$ cat src/rtl/dmem_arbiter.sv
// dmem_arbiter: round-robin arbiter with bounded lock sharing one data-memory port between core and loader
module dmem_arbiter #(
    parameter int AddressWidth = 10,
    parameter int DataWidth    = 32,
    parameter int MaxBurst     = 4
) (
    input  logic                    clk_i,
    input  logic                    rst_i,
    input  logic [1:0]              req_i,
    input  logic [1:0]              lock_i,
    input  logic [1:0]              we_i,
    input  logic [AddressWidth-1:0] addr0_i,
    input  logic [AddressWidth-1:0] addr1_i,
    input  logic [DataWidth-1:0]    wdata0_i,
    input  logic [DataWidth-1:0]    wdata1_i,
    input  logic [2:0]              funct3_0_i,
    input  logic [2:0]              funct3_1_i,
    output logic [1:0]              gnt_o,
    output logic [1:0]              rvalid_o,
    output logic [DataWidth-1:0]    rdata_o,
    output logic                    core_stall_o,
    output logic                    mem_r_en_o,
    output logic                    mem_wr_en_o,
    output logic [AddressWidth-1:0] mem_addr_o,
    output logic [DataWidth-1:0]    mem_wr_data_o,
    output logic [2:0]              mem_funct3_o,
    input  logic [DataWidth-1:0]    mem_r_data_i
);
    localparam int CntW = $clog2(MaxBurst + 1);

    logic                 last_gnt_q, last_gnt_d;
    logic                 lock_vld_q, lock_vld_d;
    logic                 lock_own_q, lock_own_d;
    logic [CntW-1:0]      burst_cnt_q, burst_cnt_d;
    logic [1:0]           rvalid_q, rvalid_d;
    logic [DataWidth-1:0] rdata_q, rdata_d;
    logic                 below_max, forced, lock_hit, lock_set, any, sel, rd;

    // a lock only counts while its owner still requests and the burst budget remains
    assign below_max = burst_cnt_q < CntW'(MaxBurst);
    assign forced    = lock_vld_q && !below_max;
    assign lock_hit  = lock_vld_q && req_i[lock_own_q] && below_max;

    // lock holder first, then round-robin on contention, else the lone requester
    always_comb begin
        gnt_o = 2'b00;
        if (!rst_i) gnt_o = 2'b00;
        else if (lock_hit) gnt_o[lock_own_q] = 1'b1;
        else if (&req_i) gnt_o[!last_gnt_q] = 1'b1;
        else gnt_o = req_i;
    end

    assign any           = |gnt_o;
    assign sel           = gnt_o[1];
    assign rd            = any && !we_i[sel];
    assign core_stall_o  = req_i[0] & ~gnt_o[0];
    assign mem_r_en_o    = rd;
    assign mem_wr_en_o   = any && we_i[sel];
    assign mem_addr_o    = !any ? '0 : sel ? addr1_i : addr0_i;
    assign mem_wr_data_o = !any ? '0 : sel ? wdata1_i : wdata0_i;
    assign mem_funct3_o  = !any ? '0 : sel ? funct3_1_i : funct3_0_i;

    // next state: a new lock starts a fresh count, a continuing lock increments, anything else clears it
    always_comb begin
        lock_set    = any && lock_i[sel] && !forced;
        last_gnt_d  = any ? sel : last_gnt_q;
        lock_vld_d  = lock_set;
        lock_own_d  = lock_set ? sel : lock_own_q;
        burst_cnt_d = !lock_set ? '0 : (lock_vld_q && lock_own_q == sel) ? burst_cnt_q + CntW'(1) : CntW'(1);
        rvalid_d    = rd ? gnt_o : 2'b00;
        rdata_d     = rd ? mem_r_data_i : rdata_q;
    end

    // state registers; reset hands first priority to the core and drops any pending read return
    always_ff @(posedge clk_i or negedge rst_i) begin
        if (!rst_i) begin
            last_gnt_q  <= 1'b1;
            lock_vld_q  <= 1'b0;
            lock_own_q  <= 1'b0;
            burst_cnt_q <= '0;
            rvalid_q    <= 2'b00;
            rdata_q     <= '0;
        end else begin
            last_gnt_q  <= last_gnt_d;
            lock_vld_q  <= lock_vld_d;
            lock_own_q  <= lock_own_d;
            burst_cnt_q <= burst_cnt_d;
            rvalid_q    <= rvalid_d;
            rdata_q     <= rdata_d;
        end
    end

    assign rvalid_o = rvalid_q;
    assign rdata_o  = rdata_q;
endmodule
$ cat config.mk
export PLATFORM = sky130hd
export DESIGN_NAME = dmem_arbiter
export DESIGN_NICKNAME = d
export VERILOG_FILES = /design/src/rtl/dmem_arbiter.sv
export SDC_FILE = /design/constraint.sdc
export NUM_CORES = 1
export LEC_CHECK = 0
export CAP_MARGIN = 15
export CORE_ASPECT_RATIO = 0.75
export CORE_UTILIZATION = 30
export DETAILED_ROUTE_END_ITERATION = 7
export PLACE_DENSITY = 0.9
export SYNTH_ARGS = -nofsm -noshare
export SYNTH_HDL_FRONTEND = slang
export SYNTH_SLANG_ARGS = --single-unit
$ cat constraint.sdc
create_clock -name clk_i -period 2.75 [get_ports clk_i]
set_input_delay 0.55 -clock clk_i [delete_from_list [all_inputs] [get_ports clk_i]]
set_output_delay 0.55 -clock clk_i [all_outputs]
set_load 0.005 [all_outputs]
Word-level counts from Yosys, hierarchy flattened. Cells that the tools add are included.

Word-level logic and storage cells: 54. Bits in registers: 40. Bits of input ports: 130.

$lt $le $gt $ge: 6. Muxes and demuxes: 22. Bitwise gates (word level): 2. $add $sub $neg: 1. Equal/unequal tests: 1. Reductions and logical operators: 16.

Operators by type and width (number): $mux W32 (2); $mux W10 (2); $mux W3 (4); $logic_and A1 B1 Y1 (10); $mux W1 (8); $mux W2 (4); $lt A1 B2 Y1 const B (3); $logic_not A1 Y1 (4); $add A3 B1 Y3 const B (1); $lt A3 B3 Y1 const B (1); $demux W1 S1 (2); $ge A1 B1 Y1 const B (2); $reduce_and A2 Y1 (1); $reduce_or A2 Y1 (1); $and A1 B1 Y1 (1); $eq A1 B1 Y1 (1); $not A1 Y1 (1).

Logic depth before layout (Yosys ltp). Gate-level depths: netlist of run 1.

Word-level depth: 13. Mapped depth: 7.

Worst setup path after synthesis of run 1. No wires, ideal clock.

Kind: in2out. From: input port req_i[0]. To: output port mem_wr_data_o[13]. Arrival time: 1.774 ns. Data required time: 2.200 ns. Path buffers: 2. Stages on the path: 5. Setup slack: 0.426 ns. Cell sequence: buf_2 > and4bb_2 > a311oi_4 > clkbuf_1 > a22o_1.

Word-level cells in the longest chain between the ends: 8. Elaborated cells between the ends (all ways): 11. Those cells by class: 7 x mux; 4 x reduce/logical.

RTL lines: start, declared (line 9) `input logic [1:0] req_i,`; $mux W1 (not written as such) (2 in a row) (line 42) `assign lock_hit = lock_vld_q && req_i[lock_own_q] && below_max;`; $logic_and A1 B1 Y1 (2 in a row) (line 42); $mux W2 (*) (line 48) `else if (lock_hit) gnt_o[lock_own_q] = 1'b1;`; $mux W2 (*) (line 47) `if (!rst_i) gnt_o = 2'b00;`; net gnt_o[1] (line 18) `output logic [1:0] gnt_o,`; $mux W32 or $reduce_or A2 Y1 (tied branches) (line 60, 53); $mux W32 (*) (line 60) `assign mem_wr_data_o = !any ? '0 : sel ? wdata1_i : wdata0_i;`; end, declared (line 25) `output logic [DataWidth-1:0] mem_wr_data_o,`.

The timed path passes the listed nets; every way through them passes the cells marked *. The select of a mux whose other input is x is not followed.

Worst setup path after layout of run 1.
From: input port req_i[1]. To: output port mem_wr_data_o[21].

Word-level cells in the longest chain between the ends: 8. Elaborated cells between the ends (all ways): 11. Those cells by class: 7 x mux; 4 x reduce/logical.

RTL lines (line): $mux W1 (not written as such) (2 in a row) (42); $logic_and A1 B1 Y1 (2 in a row) (42); $mux W2 (*) (48); $mux W2 (*) (47); $mux W32 or $reduce_or A2 Y1 (tied branches) (60, 53); $mux W32 (*) (60).

Every way passes the cells marked *; elsewhere a longest branch is shown, timed or not. The select of a mux whose other input is x is not followed.

==> results of run 1 <==
critical path: cells and delay by family:
kind                   cells  cell delay, ns
AOI/OAI and AO/OA          2            0.43
buffers and inverters      6            0.97
and+or+nand+nor            1            0.15
layout make-up:
class                           instances  area [um2]  share of cell area, %
Clock buffer                            6       72.57                  1.581
Clock inverter                          1       5.005                 0.1090
Inverter                                4       15.01                 0.3271
Multi-Input combinational cell        116        1064                  23.17
Sequential cell                        40        1006                  21.91
Tap cell                               98       122.6                  2.671
Timing Repair Buffer                  231        2306                  50.23
power groups by stage:
stage,logic (uW),registers (uW),clock network [uW]
after floorplan,238,814,0
after global placement,870,798,0
after detailed placement,887,810,0
after CTS,888,799,372
after global routing,947,816,394
final,886,798,358
routing by layer:
| layer | routed length, um | part of all wire, % |
|---|---|---|
| met2 | 4314 | 52 |
| met1 | 3390 | 41 |
| met4 | 143 | 1.7 |
| met3 | 501 | 6.0 |
| met5 | 0 | 0 |
timing repair:
action / CTS / global route
pin swaps: 5 / 3
cloned: 3 / 0
setup endpoints to repair: 50 / 40
buffers inserted: 6 / 0
gates resized for setup: 58 / 27
state kept, by name, indices dropped and copies added, names as in the netlist:
register / count
lock_own_q: 1
burst_cnt_q: 3
lock_vld_q: 1
rvalid_o: 2
last_gnt_q: 1
rdata_o: 32
cell families after synthesis:
kind of cell               after synthesis  synth area share [%]
buffers and inverters                   20                 4.154
and+or+nand+nor                         20                 5.617
DFF                                     40                 46.87
adders and majority gates                1                0.5850
muxes                                   34                 17.85
AOI/OAI and AO/OA                       61                 24.93
path summary, 6_finish.rpt:
path | endpoint | slack, ns | depth (start not counted)
worst max-delay path | mem_wr_data_o[21] | 0.09 | 9
worst min-delay path | rdata_o[0] | 0.21 | 2
worst max register to register | rdata_o[13] | 0.38 | 7
worst min register to register | burst_cnt_q[0] | 0.48 | 1
max in group asynchronous | rdata_o[9] | 2.11 | 2
min in group clk_i | burst_cnt_q[0] | 0.48 | 1
cells in the mapped netlist, types with 3 or more instances:
master    number
nor2_1         3
mux2_2         4
mux2_1        29
and3_1         4
dfrtp_1       39
a22o_1        46
clkbuf_1      11
inv_1          4
a21oi_1        3
nand2b_1       3
buf_4          3
stage by stage:
stage          utilization, %  total power, uW  setup TNS (ns)  std cells
3_3_place_gp            64.20             1668          -14.01        480
5_1_grt                 66.88             2158               0        496
3_5_place_dp            64.20             1697          -19.69        480
2_1_floorplan               -             1052               0        176
6_report                66.88             2041               0        496
4_1_cts                 66.73             2059               0        496
==> results.txt, run 1 <==
The run finished with clean final reports. With fillers left out, the area of the finished cells amounts to 0.004591 mm2. The clock slew at the register clock pins of the worst setup and hold paths is 0.07 ns. The H-tree depth came out at 2. Setup repair after global routing left no endpoint under its margin. The share of layout cells above drive strength 1 came out at between 10% and 20%. The number of top-level pins is around 210.

The initial core utilization is approximately 31%. The measured slew at the worst slew-check pin came out at 0.4185 ns. The final routed wirelength across all metal layers came out at 8.349 mm. Hold timing on the final database bottoms out at a slack of 0.2136 ns. During placement, the flow inserted port buffers numbering 213. The largest fanout of any net on the critical path came out at 10.

The number of buffers created by CTS came out at 5. For met1 alone, demand over resource in global routing was 26.98%. Leaving out fill and tap cells, the most frequent cells in the layout are 162 x clkdlybuf4s50_1, 45 x a22o_1, 36 x dfrtp_1. The final setup violation count came out at 0.

The die covers 0.007473 mm2. The via count of the first global-routing pass came out at ~2.3k. The number of max-cap violations came out at 0. The width of the die came out at 99.49 um. The final cycle utilization of the critical path is a little over nine tenths. The biggest area contributor in the post-synthesis netlist is dfrtp_1. The average cell area after synthesis is about 12 um2. The kind of end point of the critical path is an output pin. The total of flip-flops plus latches after synthesis is 40. The combinational power share is 43.4%. The total number of nets in the final design came out at 529. The design internal power came out at 1514 uW. The worst register-to-register path begins at burst_cnt_q[2]. Sorting the synthesized cells by area gives the leading types as dfrtp_1 46%, a22o_1 19%, mux2_1 15%, mux2_2 2.1%, clkbuf_1 1.9%.

The clock root buffer master is clkbuf_8. After synthesis, the share of flip-flops with an asynchronous set or reset is 100.0%. The number of design-rule violations left by the first detailed-router iteration is 61. The commonest non-fill, non-tap cell in the layout is clkdlybuf4s50_1. The worst setup skew after layout is 0.006313 ns. Across all layers, the routed design uses 2,366 vias. The cts-stage hold buffer count is 0.

The clock group share of total power is 17.5%. The routability-driven placement congestion ratio is ~0.79. The net switching fraction of the power is 25.85%.

The layer with the highest usage is met2. Walking the worst path, the cells encountered are clkdlybuf4s15_1, nand2_1, a311oi_4, buf_6, buf_4, buf_12, buf_16, a22o_1, clkdlybuf4s15_1. In this run the core area contains 26 standard-cell rows. The shortest clock period the worst path allows after layout came out at 2.665 ns. The global-route wire length before repair came out at 11.96 mm. For this run, global-route usage on met3 was measured as ~4.7%. The all-layer global routing usage came out at 21.06%.

The data arrival time of the critical path is about 2.1 ns. Before antenna repair, the detailed router went through 4 iterations. The path class of the tightest hold or removal check is in2async. The count of nets left with antenna violations once routing finished came out at 0.

The HPWL after detailed placement is 6.528 mm. The initial antenna violation count is 0. The worst-case IR drop observed on VDD is 0.2151 mV. Counting every instance in the synthesized netlist gives 176.

Summed over all cells, the static leakage comes to 0.002026 uW. The worst setup timing slack at the placement stage came out at -0.4190 ns. The Yosys step of the flow raised 0 warnings.

The combined area of all synthesized cells came out at between 0.002 and 0.0025 mm2. The slowest library cell on the worst path is a311oi_4. The cell repeated most along the worst path is clkdlybuf4s15_1. The placed instances occupy a cell area of 0.004407 mm2. The number of fill cells came out at 559. The delay of the slowest critical-path stage came out at 0.31 ns. The count of antenna diodes in the layout came out at 0. The TritonCTS clock tree is built. The unique cell type count in the Yosys netlist is 33. The DRC violation count after routing is 0. The worst setup path is of the in2out kind.

The pin count of the biggest net entering global routing came out at 35. The fmax is approximately 380 MHz. The total congestion overflow after global routing is 0. The switching power came out at 527.6 uW. The die outline height is 75.12 um. The floorplan core area came out at 0.006864 mm2. The kind of launch point of the worst setup path is an input port.

The clock sink count came out at 40. The setup slack after layout came out at 0.08503 ns. The buffer depth of the longest clock path is 2.

The clock latency on the worst-skew pair is 0.28 ns. After detailed routing, the average wire length per cell comes to 16.83 um. The number of hold violations in the final report is 0. The post-detailed-route via-to-cell ratio came out at 4.770.

When the netlist entered floorplanning its net count stood at 307. The sequential share of power came out at roughly two fifths. The predominant post-synthesis flop cell is dfrtp_1. The relative area change from synthesis to final layout is 114.7%. The max-slew violation count is 0. Yosys mapped a number of flops with a built-in enable equal to 0. Dividing total power by cell area gives a power density of 444.6 mW/mm2. The portion of synthesized cell area occupied by the leading cell type is 45.64%. The share of the yosys chip area belonging to registers came out at between 40% and 50%.

Headroom to the max-slew limit came out at between 70% and 80%. The endpoint required time on the critical path came out at about 2.2 ns. The critical path starts at req_i[1]. The fraction of met2 tracks used by global routing is 36.27%.
No activity file was read; power rests on OpenSTA's default activity.
==> run 2: changes to the inputs <==
CORE_MARGIN = 2   (was not set)
==> run 2 against run 1 <==
Against the previous run:
- final cell count increased by 1.6%
- non-clock buffer count increased by 8
- sequential power about the same
- sequential share of layout area shrank 0.35 points
- core utilization up 1.0 points
- critical path depth stayed put
- global-route usage grew 1.8 points
- largest power group unchanged
- die area increased by 4.7%
- routed wire length rose by 6.9%
- worst hold slack improved by 0.16 ns
- design area is 1.5% higher
==> results.txt, run 2 (synthesized netlist as in run 1, its figures left out) <==
The flow ran to the end, and the final reports show no timing, DRC or antenna violations. The critical path goes through dlygate4sd2_1, and4bb_2, a311oi_4, buf_6, buf_4, buf_16, buf_8, a22o_1, clkdlybuf4s15_1. Based on the critical path, the design can be clocked at up to 372.1 MHz.

The floorplan core area is 0.006864 mm2. The clock latency on the worst-skew pair came out at 0.29 ns. Along the worst path, the maximum fanout reaches 7. The clock root buffer master is clkbuf_8. In the layout the commonest cells are 162 x clkdlybuf4s50_1, 46 x a22o_1, 37 x dfrtp_1. The number of max-cap violations is 0. The cts-stage hold buffer count came out at 0. The max-slew violation count was 0. The pin count of the biggest net entering global routing is 45. Once placement finished, the instance area stood at 0.004418 mm2. The width of the die came out at between 100 and 150 um. In the detailed route, the total length drawn on met2 is about 4.6 mm. 0 antenna diodes ended up in the layout. The leakage power total came out at 0.002063 uW. The worst setup path is of the in2out kind. The number of detailed-routing iterations run before antenna repair came out at 4. For the pin with the worst max-slew slack, the measured transition is around 0.52 ns.

The clock sink count is 40. The all-layer global routing usage is 22.82%. The number of hold violations in the final report is 0. The filler cells instantiated in the layout total 521. The commonest non-fill, non-tap cell in the layout is clkdlybuf4s50_1.

The multi-input logic area is 0.001059 mm2. The largest single stage delay on the critical path is 0.26 ns. The number of top-level pins came out at 214. The largest voltage drop on the vdd net came out at 0.2165 mV.

Across the routed clock network, the largest skew measured is 0.003693 ns. The slowest library cell on the worst path is and4bb_2. The number of flip-flops in the largest register is 32.

The endpoint required time on the critical path came out at 2.20 ns. The first global-routing pass estimated between 10 and 15 mm of wire. The design area came out at between 0.004 and 0.005 mm2. The die outline height is between 70 and 80 um. The sequential cell area in the final layout came out at 0.001005 mm2.

The final routed wirelength across all metal layers came out at 8.929 mm. The routability-driven placement congestion ratio is 0.7698. The tightest min-delay check is of the in2async type. The clock slew at the register clock pins of the worst setup and hold paths came out at roughly 0.07 ns. The total number of nets in the final design came out at 537. For the finished layout, the period the worst path requires is around 2.7 ns. In this run the core area contains 26 standard-cell rows.

The post-route met1 wirelength is 3.523 mm. Setup violations remaining at the end of the flow were counted as 0. In this run the top signal layer used is met4.

The final cycle utilization of the critical path is 97.73%. For this run, design rule violations remaining after detail routing come to 0. The total congestion overflow after global routing came out at 0.

Setup repair after global routing left no endpoint under its margin. The routed wire length per instance is 17.72 um. Once layout is complete, the utilization of the core stands at 67.88%. The count of buffering cells on the critical path with inverters included is 6. The data arrival time of the critical path is 2.14 ns. The post-detailed-route via-to-cell ratio is 4.845. The initial core utilization came out at 31.15%. The initial antenna violation count came to 0. The number of design-rule violations left by the first detailed-router iteration is 55. The buffer depth of the longest clock path came out at 2. The normalized max-slew margin is between 60% and 70%.

The via count is 2,442. TritonCTS built the clock tree. The share of layout cells above drive strength 1 came out at about 13%.

The H-tree depth came out at 2. The kind of launch point of the worst setup path is an input port. STA classifies the critical path endpoint as an output pin. The count of buffers inserted at the top-level ports is 213.

Grouping stages by cell kind, the critical path spends the most delay in buffers and inverters. The routed wire length on met3 came out at 660 um. The number of nets with antenna violations after routing came out at 0.

The via count of the first global-routing pass came out at 2,600. The full die area is a little under 0.008 mm2. The number of buffers created by CTS came out at 5. The total power density per cell area is 443.7 mW/mm2. From synthesis to final layout, the design area changed by 117.9%.
## run 2: final timing paths
| check | start | to | slack [ns] | depth (start not counted) |
|---|---|---|---|---|
| min in group clk_i | burst_cnt_q[0] | burst_cnt_q[0] | 0.46 | 1 |
| worst min-delay path | rst_i | burst_cnt_q[1] | 0.37 | 2 |
| worst min register to register | burst_cnt_q[0] | burst_cnt_q[0] | 0.46 | 1 |
| max in group asynchronous | rst_i | lock_vld_q | 2.00 | 2 |
| worst max register to register | burst_cnt_q[2] | rdata_o[13] | 0.40 | 7 |
| worst max-delay path | req_i[0] | mem_wr_data_o[18] | 0.06 | 9 |
## run 2: final cells by class
class / count / share of cell area, %
repair buffers: 239 / 51.02
multi-input cells: 116 / 22.72
flip-flops and latches: 40 / 21.56
well taps: 98 / 2.632
clock buffers: 5 / 1.477
inverters: 4 / 0.3222
clock inverters: 2 / 0.2685
## run 2: metal layers
metal / track usage [%] / vias up
li1: - / 1141
met1: 27.81 / 1170
met5: 0 / -
met2: 40.33 / 118
met3: 5.287 / 13
met4: 5.541 / 0
## run 2: repair_timing
item                                    4_1_cts  5_1_grt
gates resized for setup                      78        9
endpoints found under the setup margin       49       29
cloned                                        4        0
buffers inserted                              8        2
pin swaps                                     4        1
## run 2: report_power, final
group	internal (uW)	switching, uW	total (uW)	leakage, uW
Sequential	725	74.9	800	0.000479
Combinational	625	277	903	0.00154
Clock	172	194	365	0.0000400
Total	1520	546	2070	0.00206
## run 2: per-stage QoR
step,power (uW),TNS (ns),setup WS [ns],std cells,hold slack [ns]
floorplan,1052,0,0.4262,176,0.2544
global placement,1676,-11.35,-0.2913,483,0.4482
detailed placement,1705,-13.42,-0.3364,483,0.4565
CTS,2087,0,0.0006684,502,0.3869
global route,2192,0,0.002193,504,0.4229
finish,2068,0,0.06235,504,0.3721
==> run 3: changes to the inputs <==
ABC_AREA = 1   (was not set)
CORE_UTILIZATION = 34   (was 30)
PLACE_DENSITY = 0.95   (was 0.9)
clock period = 3.1 ns   (was 2.75 ns; I/O delays follow)
==> run 3 against run 2 <==
Against the previous run:
- final cell count up 29%
- global-route usage rose by 2.9 points
- critical endpoint unchanged
- clock-buffer cell count rose by 1
- largest power group unchanged
==> results.txt, run 3 <==
The number of hold violations in the final report is 0. The total area inside the core boundary comes to slightly below 0.007 mm2. The H-tree depth came out at 2.

The predominant post-synthesis flop cell is dfrtp_1. The endpoint required time on the critical path came out at 2.48 ns. The flow ran to the end, and the final reports show no timing, DRC or antenna violations.

The number of max-cap violations is 0. The number of buffers created by CTS came out at 5. The setup slack after layout came out at 0.2076 ns.

After synthesis, the cell types taking the most area are dfrtp_1 41%, nand2_1 27%, a21oi_1 10%, nand3_1 7.5%, buf_2 2.3%. Synthesis inferred 40 register bits. The cts-stage hold buffer count came out at 0. The routed wire length per instance is approximately 16 um. The count of cells along the worst register-to-register path came out at 10. The worst register-to-register path ends at rdata_o[12]. Among all cell types in the netlist, the one instantiated most often is nand2_1. The width of the die came out at 100.9 um. The number of non-filler instances in the completed layout came out at 651. The initial antenna violation count came out at 0. The total number of nets in the final design came out at 698. The average cell area after synthesis is 6.835 um2. The full die area is 0.007730 mm2. The tightest min-delay check is of the in2async type. At the pin with the least slew margin, the transition time is approximately 0.46 ns. The shortest clock period the worst path allows after layout is 2.892 ns. The number of design-rule violations left by the first detailed-router iteration is 156. The number of buffers and inverters on the critical path is 3. The total congestion overflow after global routing came out at 0. Leaving out fill and tap cells, the most frequent cell in the layout is nand2_1. Entering global routing, the biggest net connects 38 pins. dfrtp_1 takes more of the synthesized area than any other cell. TritonCTS built the clock tree.

The fmax is between 300 and 400 MHz. The portion of synthesized cell area occupied by the leading cell type came out at 40.79%. The cell row count came out at 26. The buffer depth of the longest clock path came out at 2.

The share of layout cells above drive strength 1 came out at 10.41%. The worst setup skew after layout is between 0.004 and 0.005 ns. The share of async-settable or async-resettable flops after synthesis is 100.0%. STA classifies the critical path startpoint as a flip-flop. The critical path goes through nor2_2, nand3_1, nand2_2, nand3_4, inv_2, buf_6, nand2_1, a21oi_1, clkdlybuf4s50_1.

Counting every instance in the synthesized netlist gives 350. The final cycle utilization of the critical path came out at between 90 and 100%. The number of nets with antenna violations after routing is 0. The number of placed instances, taps included is 638. Timing analysis after detailed placement gives a worst setup slack of -0.2834 ns. The final hold slack came out at 0.1676 ns.

The most critical setup path has its startpoint at burst_cnt_q[2]. The routability-driven placement congestion ratio came out at 0.9250. The largest fanout of any net on the critical path is 15. The via count of the first global-routing pass came to 3,189.

Setup repair after global routing left no endpoint under its margin. The number of detailed-routing iterations run before antenna repair came out at 5. The area growth from synthesis to layout is 98.17%.

The final setup violation count is 0. The DRC violation count after routing came out at 0. The delay of the slowest critical-path stage is approximately 0.51 ns. The number of top-level pins came out at 214. The initial core utilization is 35.19%. In this run the power density over the cells is 550.8 mW/mm2. The count of buffers added on input and output ports is roughly 210.

The all-layer global routing usage is ~26%. The worst setup path is captured at an output pin. The number of different library cells used by synthesis comes to 21.

After legalization and detailed placement, the total HPWL measured approximately 7.5 mm. After synthesis, flip-flops and latches occupy a little over two fifths of the total area. The clock root buffer master is clkbuf_8. The slowest library cell on the worst path is clkdlybuf4s50_1. The minimum setup slack among reg-to-reg paths is 0.99 ns. Grouping stages by cell kind, the critical path spends the most delay in buffers and inverters. Using the TritonRoute via totals, the vias-per-cell ratio works out to about 4.9. The global-route wire length before repair came out at 15.75 mm. The count of antenna diodes in the layout is 0. The clock sink count came out at 40. The commonest cells after synthesis are 170 x nand2_1, 48 x a21oi_1, 39 x dfrtp_1, 36 x nand3_1. The leakage power total came out at 0.002401 uW. The number of fill cells is 522.

The die is 76.65 um tall. The critical path is of the reg2out type. The clock latency on the worst-skew pair is 0.28 ns. The worst pin sits at a relative slew slack of 69.29%. The final routed wirelength across all metal layers is approximately 10 mm. For this block, the via count after detailed routing is 3,211. The largest voltage drop on the vdd net is 0.4137 mV. The combined area of all synthesized cells came out at 0.002392 mm2. The number of warning messages in the yosys log is 0. The startpoint identified for the worst register-to-register timing path is burst_cnt_q[2]. The clock slew at the register clock pins of the worst setup and hold paths came out at 0.08 ns.

STA puts the critical path data arrival time at between 2 and 2.5 ns. The number of flip-flops in the largest register came out at 32. The number of nets produced by synthesis came out at 481. The max-slew violation count came out at 0.

Leaving out fill and tap cells, the most frequent cells in the layout are 168 x nand2_1, 163 x clkdlybuf4s50_1, 41 x a21oi_1. In this run, synthesis inferred 0 flip-flops with an integrated enable.
run 3: cell count changes after synthesis, moves of 4 or more:
cell      previous run  this run
a21oi_1              3        48
nand3_1              1        36
buf_4                3         7
buf_2                2        11
nand2_1              2       170
inv_1                4        11
clkbuf_1            11         2
mux2_2               4         0
and3_1               4         0
mux2_1              29         0
nor2_1               3         8
a22o_1              46         0
run 3: through the flow:
stage	utilization [%]	total power, uW	cell area (um2)	setup TNS [ns]
final	69.73	2611	4741	0
after global routing	69.73	2803	4741	0
after CTS	69.53	2608	4727	-0.8584
after detailed placement	67.92	2296	4618	-8.190
after global placement	67.92	2247	4618	-5.044
after floorplan	-	1364	2392	0
run 3: metal layers:
layer | global-route usage (%) | share of wire (%) | wire (um) | up-vias
li1 | - | - | - | 1544
met1 | 30.85 | 40 | 4122 | 1501
met2 | 44.47 | 51 | 5251 | 142
met3 | 6.422 | 7.1 | 735 | 24
met4 | 8.630 | 2.4 | 244 | 0
met5 | 0 | 0 | 0 | -
run 3: kinds of logic after synthesis:
| family | after synthesis | synth area share [%] |
|---|---|---|
| simple gates | 219 | 37.45 |
| compound gates | 52 | 11.35 |
| flops | 40 | 41.89 |
| buf+inv | 37 | 8.420 |
| xor+xnor | 1 | 0.3662 |
| fa+ha+maj | 1 | 0.5229 |
run 3: repair_timing:
item,4_1_cts,5_1_grt
setup endpoints to repair,47,48
gates cloned,2,0
hold endpoints to repair,0,0
buffers inserted,1,3
pin swaps,2,4
resized for setup,53,42
run 3: how the worst max path moves through the flow:
stage / depth (start not counted) / slack (ns) / to
6_report: 9 / 0.21 / mem_wr_data_o[18]
3_3_place_gp: 9 / -0.22 / mem_wr_data_o[20]
4_1_cts: 11 / -0.21 / mem_wr_data_o[17]
3_5_place_dp: 11 / -0.28 / mem_wr_data_o[20]
5_1_grt: 9 / 0.02 / mem_wr_data_o[12]
2_1_floorplan: 8 / 0.88 / mem_addr_o[0]
run 3: layout make-up:
class / count / area (um2) / area share [%]
clock inverter: 1 / 5.005 / 0.1056
multi-input combinational: 273 / 1220 / 25.73
tap: 84 / 105.1 / 2.217
inverter: 14 / 52.55 / 1.108
timing repair buffer: 233 / 2283 / 48.17
clock buffer: 6 / 72.57 / 1.531
sequential: 40 / 1002 / 21.14
run 3: power breakdown:
part / internal (uW) / switching [uW]
combinational: 808 / 616
sequential: 737 / 124
clock: 153 / 172
total: 1700 / 912
==> edit 1, RTL diff (flow settings as in run 2) <==
The parameter `MaxBurst` goes from 4 to 16.
--- a/src/rtl/dmem_arbiter.sv
+++ b/src/rtl/dmem_arbiter.sv
@@ -2,7 +2,7 @@
 module dmem_arbiter #(
     parameter int AddressWidth = 10,
     parameter int DataWidth    = 32,
-    parameter int MaxBurst     = 4
+    parameter int MaxBurst     = 16
 ) (
     input  logic                    clk_i,
     input  logic                    rst_i,
Function: changed (a bounded check fails within 10 cycles, from zero or initial values and one cycle with rst_i low).
==> edit 1 against run 2 <==
- synthesized area rose by 2.3%
- total power rose by 9.8%
- wire length rose by 6.3%
- worst setup slack improved by 10 ps
- sequential cell count rose by 2
- count of clock-buffer cells in the layout rose by 2
- design area rose by 2.8%
- largest cell class unchanged
==> edit 1: results (changes against run 2) <==
* First-pass GRT wire length at 14,100 µm (was 13,800 µm)
* Crit-path leading delay family: buffers and inverters (unchanged)
* Post-DP HPWL at 6840 µm
* Peak supply drop at 245 µV (was 217 µV)
* Reg2Reg Launch Point: burst_cnt_q[4]$_DFF_PN0_ (was burst_cnt_q[2]$_DFF_PN0_)
* Adder-cell share of the synthesized area at 0.572% (was 0.585%)
* Post-synthesis xor/xnor area fraction at 0.800% (was 0%)
* Placer Congestion at 0.780 (was 0.770)
* Multi-input combinational cell count at 112 (was 116)
* Worst skew pair latency at 290 ps (about the same)
* Synth unique cells at 32 (was 33)
* Lkg Pwr at 0.00216 µW (was 0.00206 µW)
* Worst-case clock skew at 7.23 ps (was 3.69 ps)
* CP Capture Point: mem_wr_data_o[27] (was mem_wr_data_o[18])
* Clock-cell share of area at 2.22% (was 1.75%)
* Non-clock buffer count at 236 (was 239)
* Post-synth ARST share at 100% (unchanged)
* Seq_cells at 42 (was 40)
* CP max stage cell: dlygate4sd2_1 (was and4bb_2)
* R2R depth at 7 (unchanged)
* Drt via density at 4.98 (was 4.85)
* Status: completed (unchanged)
* Reg-to-Reg End: rdata_o[16]$_DFFE_PN0N_ (was rdata_o[13]$_DFFE_PN0N_)
* Met2 wire length at 5020 µm (was 4600 µm)
* Placed Instance Area at 4470 µm² (was 4420 µm²)
* Fill cells at 527 (was 521)
* Syn_nets at 306 (was 307)
* Post-synth top cells: 46 x a22o_1, 41 x dfrtp_1, 29 x mux2_1 (was 46 x a22o_1, 39 x dfrtp_1, 29 x mux2_1)
* Top_reg_cell synth: dfrtp_1 (unchanged)
* Critical path's largest stage delay at 270 ps
* Met1 WL at 3380 µm (was 3520 µm)
* Maximum fanout along the worst path at 13 (was 7)
* Multi-input gate share of total cell area at 22.1% (was 22.7%)
* Seq area share at 22.0% (was 21.6%)
* Vias in the first global route at 2,700 (was 2,600)
* Sequential area share after synthesis at 48.1% (was 46.9%)
* M2 GR Usage at 42.5% (was 40.3%)
* Post-synthesis mux area share at 17.4% (was 17.8%)
* Grt met3 use at 5.95% (was 5.29%)
* Final wirelength at 9490 µm (was 8930 µm)
* Nets@finish at 536 (was 537)
* Clock buffer cells at 7 (was 5)
* Compound-Gate Fraction of Synth Area at 23.6% (was 24.9%)
* Largest cells by area after synthesis: dfrtp_1 47%, a22o_1 18%, mux2_1 15% (was dfrtp_1 46%, a22o_1 19%, mux2_1 15%)
* Share of layout cells above drive strength 1 at 11.1% (was 12.8%)
* Non-clk buf share at 50.5% (was 51.0%)
* Root buffer cell: clkbuf_8 (unchanged)
* Slew margin rel. at 64.4% (was 65.1%)
* Non-clock inverter count at 8 (was 4)
* Clk pin slew, worst setup/hold paths at 80 ps
* Largest net degree at the start of global routing at 44 (was 45)
* Met3 wire len at 874 µm (was 660 µm)
* FF-to-FF setup slack at 440 ps (was 400 ps)
* Final Instance Area at 4790 µm² (was 4660 µm²)
* Met1 GRT Util at 26.7% (was 27.8%)
* Overall routing resource usage at 23.4% (was 22.8%)
* Initial drt markers at 76 (was 55)
edit 1: per-stage QoR:
step | hold WS (ps) | utilization (%) | power (µW) | setup WS [ps] | cells
floorplan | 254 | - | 1110 | 569 | 175
global placement | 473 | 64.5 | 1750 | -312 | 482
detailed placement | 480 | 64.5 | 1780 | -368 | 482
CTS | 411 | 69.0 | 2290 | 5.36 | 503
global route | 444 | 69.1 | 2390 | 1.74 | 504
finish | 397 | 69.1 | 2270 | 72.3 | 504
edit 1: worst register-to-register path, cell delays in order (launching register included):
cell	delay [ps]
dfrtp_1	440
and4bb_2	350
a311oi_4	40
buf_4	150
bufbuf_16	280
a22oi_2	140
buf_4	400
mux2_2	400
edit 1: cells by family (layout without fill, tap and decap cells):
kind of cell	Yosys count	in the layout
and+or+nand+nor	17	17
buffers and inverters	21	252
adders and majority gates	1	1
AOI/OAI and AO/OA	58	58
DFF	42	42
muxes	34	34
xor gates and xnor gates	2	2
edit 1: what timing repair did:
action | 4_1_cts | 5_1_grt
pin swaps | 4 | 2
gates resized for setup | 60 | 7
gates cloned | 6 | 0
setup endpoints to repair | 50 | 40
setup buffers | 7 | 1
endpoints found under the hold margin | 0 | 0
edit 1: worst min path at each step:
stage                          endpoint  cells after the start
6_report        rdata_o[25]$_DFFE_PN0N_                      2
5_1_grt         rdata_o[22]$_DFFE_PN0N_                      2
4_1_cts         rdata_o[21]$_DFFE_PN0N_                      2
3_5_place_dp    rdata_o[22]$_DFFE_PN0N_                      1
3_3_place_gp     rdata_o[4]$_DFFE_PN0N_                      1
2_1_floorplan  burst_cnt_q[0]$_DFF_PN0_                      0
edit 1: power breakdown:
part           switching [µW]  total [µW]  internal (µW)
logic                     298         955            657
registers                78.2         840            762
clock network             203         475            272
==> edit 2, RTL diff (settings of run 2) <==
Without the edit above. Take the reset off `rdata_q` and load it in a clocked block of its own.
--- a/src/rtl/dmem_arbiter.sv
+++ b/src/rtl/dmem_arbiter.sv
@@ -79,15 +79,17 @@
             lock_own_q  <= 1'b0;
             burst_cnt_q <= '0;
             rvalid_q    <= 2'b00;
-            rdata_q     <= '0;
         end else begin
             last_gnt_q  <= last_gnt_d;
             lock_vld_q  <= lock_vld_d;
             lock_own_q  <= lock_own_d;
             burst_cnt_q <= burst_cnt_d;
             rvalid_q    <= rvalid_d;
-            rdata_q     <= rdata_d;
         end
+    end
+
+    always_ff @(posedge clk_i) begin
+        rdata_q <= rdata_d;
     end
 
     assign rvalid_o = rvalid_q;
Formal check against the unedited RTL: differs if rst_i is asserted again (counterexample within 4 cycles, from zero or initial values and one cycle with rst_i low); with rst_i held inactive, the same outputs for 10 cycles.
==> edit 2 against run 2 <==
- design area fell by 4.2%
- total power fell by 13%
- synthesized area decreased by 10%
- global-route usage shrank 1.3 points
- worst setup slack improved by 34 ps
- sequential cell count did not move
- final cell count down 10%
- wire length is 9.1% lower
==> edit 2: results (changes against run 2) <==
* Status: completed (unchanged)
* Post-synthesis mux area share at 1.04% (was 17.8%)
* Final wirelength at 8120 µm (was 8930 µm)
* Max-cap violations at 0 (unchanged)
* Routed len/inst at 17.9 µm (was 17.7 µm)
* Vias in the first global route at 2,169 (was 2,600)
* HP Class: in -> async (unchanged)
* Placed cell count at 435 (was 483)
* Met2 wire length at 4250 µm (was 4600 µm)
* ANT cells at 0 (unchanged)
* Placer Congestion at 0.904 (was 0.770)
* Met1 WL at 2990 µm (was 3520 µm)
* Worst Tran Pin Value at 393 ps (was 524 ps)
* Met3 wire len at 793 µm (was 660 µm)
* Maximum fanout along the worst path at 12 (was 7)
* Reg2Reg Launch Point: lock_vld_q$_DFF_PN0_ (was burst_cnt_q[2]$_DFF_PN0_)
* Met1 GRT Util at 26.2% (was 27.8%)
* FF-to-FF setup slack at 590 ps (was 400 ps)
* Peak supply drop at 194 µV (was 217 µV)
* Worst-case clock skew at 6.28 ps (was 3.69 ps)
* CP arrival at 2100 ps (was 2140 ps)
* Largest net degree at the start of global routing at 33 (was 45)
* Yosys top cell area share at 50.1% (was 45.6%)
* TritonCTS buffer count at 5 (unchanged)
* Worst-case clock buffer depth at 2 (unchanged)
* Top_reg_cell synth: edfxtp_1 (was dfrtp_1)
* Post-synth top cells: 46 x a22o_1, 32 x edfxtp_1, 7 x dfrtp_1 (was 46 x a22o_1, 39 x dfrtp_1, 29 x mux2_1)
* Post-synthesis xor/xnor area fraction at 0% (unchanged)
* Root buffer cell: clkbuf_8 (unchanged)
* Syn Area/Cell at 14.1 µm² (was 12.1 µm²)
* Compound-Gate Fraction of Synth Area at 27.4% (was 24.9%)
* Post-synth EDFFs at 32 (was 0)
* # port buffers at 213 (unchanged)
* Drt via density at 4.88 (was 4.85)
* Power Dens Cells at 402 nW/µm² (was 444 nW/µm²)
* Placed Instance Area at 4230 µm² (was 4420 µm²)
* Largest cells by area after synthesis: edfxtp_1 50%, a22o_1 21%, dfrtp_1 9.1% (was dfrtp_1 46%, a22o_1 19%, mux2_1 15%)
* First-pass GRT wire length at 11,300 µm (was 13,800 µm)
* M2 GR Usage at 37.9% (was 40.3%)
* Grt met3 use at 5.64% (was 5.29%)
* Initial drt markers at 62 (was 55)
* Nets@finish at 502 (was 537)
* Fill cells at 447 (was 521)
* Adder-cell share of the synthesized area at 0.652% (was 0.585%)
* Reg-to-Reg End: rdata_o[7]$_DFFE_PN_ (was rdata_o[13]$_DFFE_PN0N_)
* Lkg Pwr at 0.00190 µW (was 0.00206 µW)
* Dpl ws at -282 ps (was -336 ps)
* Worst hold slack at 426 ps (was 372 ps)
* Share of layout cells above drive strength 1 at 11.6% (was 12.8%)
* Launch point of the worst path: req_i[0] (unchanged)
* Post-synth ARST share at 20.0% (was 100%)
* Syn_nets at 267 (was 307)
* Drt first pass iters at 4 (unchanged)
* Overall routing resource usage at 21.5% (was 22.8%)
* CP Capture Point: mem_addr_o[5] (was mem_wr_data_o[18])
* Initial antenna violation count at 0 (unchanged)
* Final WS setup at 96.4 ps (was 62.3 ps)
* Sequential area share after synthesis at 60.6% (was 46.9%)
==> edit 2: cell count changes in the layout (fill, tap and decap cells not counted), moves of 3 or more <==
| cell | run 2 | this run |
|---|---|---|
| a21o_1 | 0 | 3 |
| and3_1 | 4 | 1 |
| buf_12 | 1 | 4 |
| buf_2 | 5 | 0 |
| clkdlybuf4s15_1 | 13 | 2 |
| dfrtp_1 | 37 | 6 |
| dlygate4sd2_1 | 33 | 48 |
| edfxtp_1 | 0 | 32 |
| inv_1 | 4 | 1 |
| mux2_1 | 29 | 0 |
| mux2_2 | 4 | 0 |
==> edit 2: layout make-up <==
cell class                      count  area, µm²  share of cell area (%)
Timing Repair Buffer              239       2380                    53.4
Sequential cell                    40       1160                    26.1
Multi-Input combinational cell     82        683                    15.3
Clock buffer                        8        123                    2.75
Tap cell                           81        101                    2.27
Inverter                            3       11.3                   0.252
==> edit 2: timing repair <==
item	CTS	global route
setup buffers	7	0
pin swaps	4	3
gates cloned	3	0
hold endpoints to repair	0	0
hold buffers	0	0
endpoints found under the setup margin	50	23
resized for setup	58	4
==> edit 2: cells by family (layout without fill, tap and decap cells) <==
group                      count (synthesis)  count (layout)
DFF                                       40              40
AOI/OAI and AO/OA                         61              61
buffers and inverters                     14             250
and+or+nand+nor                           18              18
adders and majority gates                  1               1
muxes                                      2               2
==> edit 2: worst max-delay path, stage by stage <==
cell and delay [ps]:
dlygate4sd2_1 250, and4bb_1 230, a311oi_4 260, buf_4 170
buf_4 110, buf_12 130, a22o_1 150, dlygate4sd2_1 250
==> edit 2: power by group <==
part	leakage, µW	switching (µW)	internal [µW]
Clock	0.0000618	194	290
Combinational	0.00144	196	388
Sequential	0.000400	25.5	703
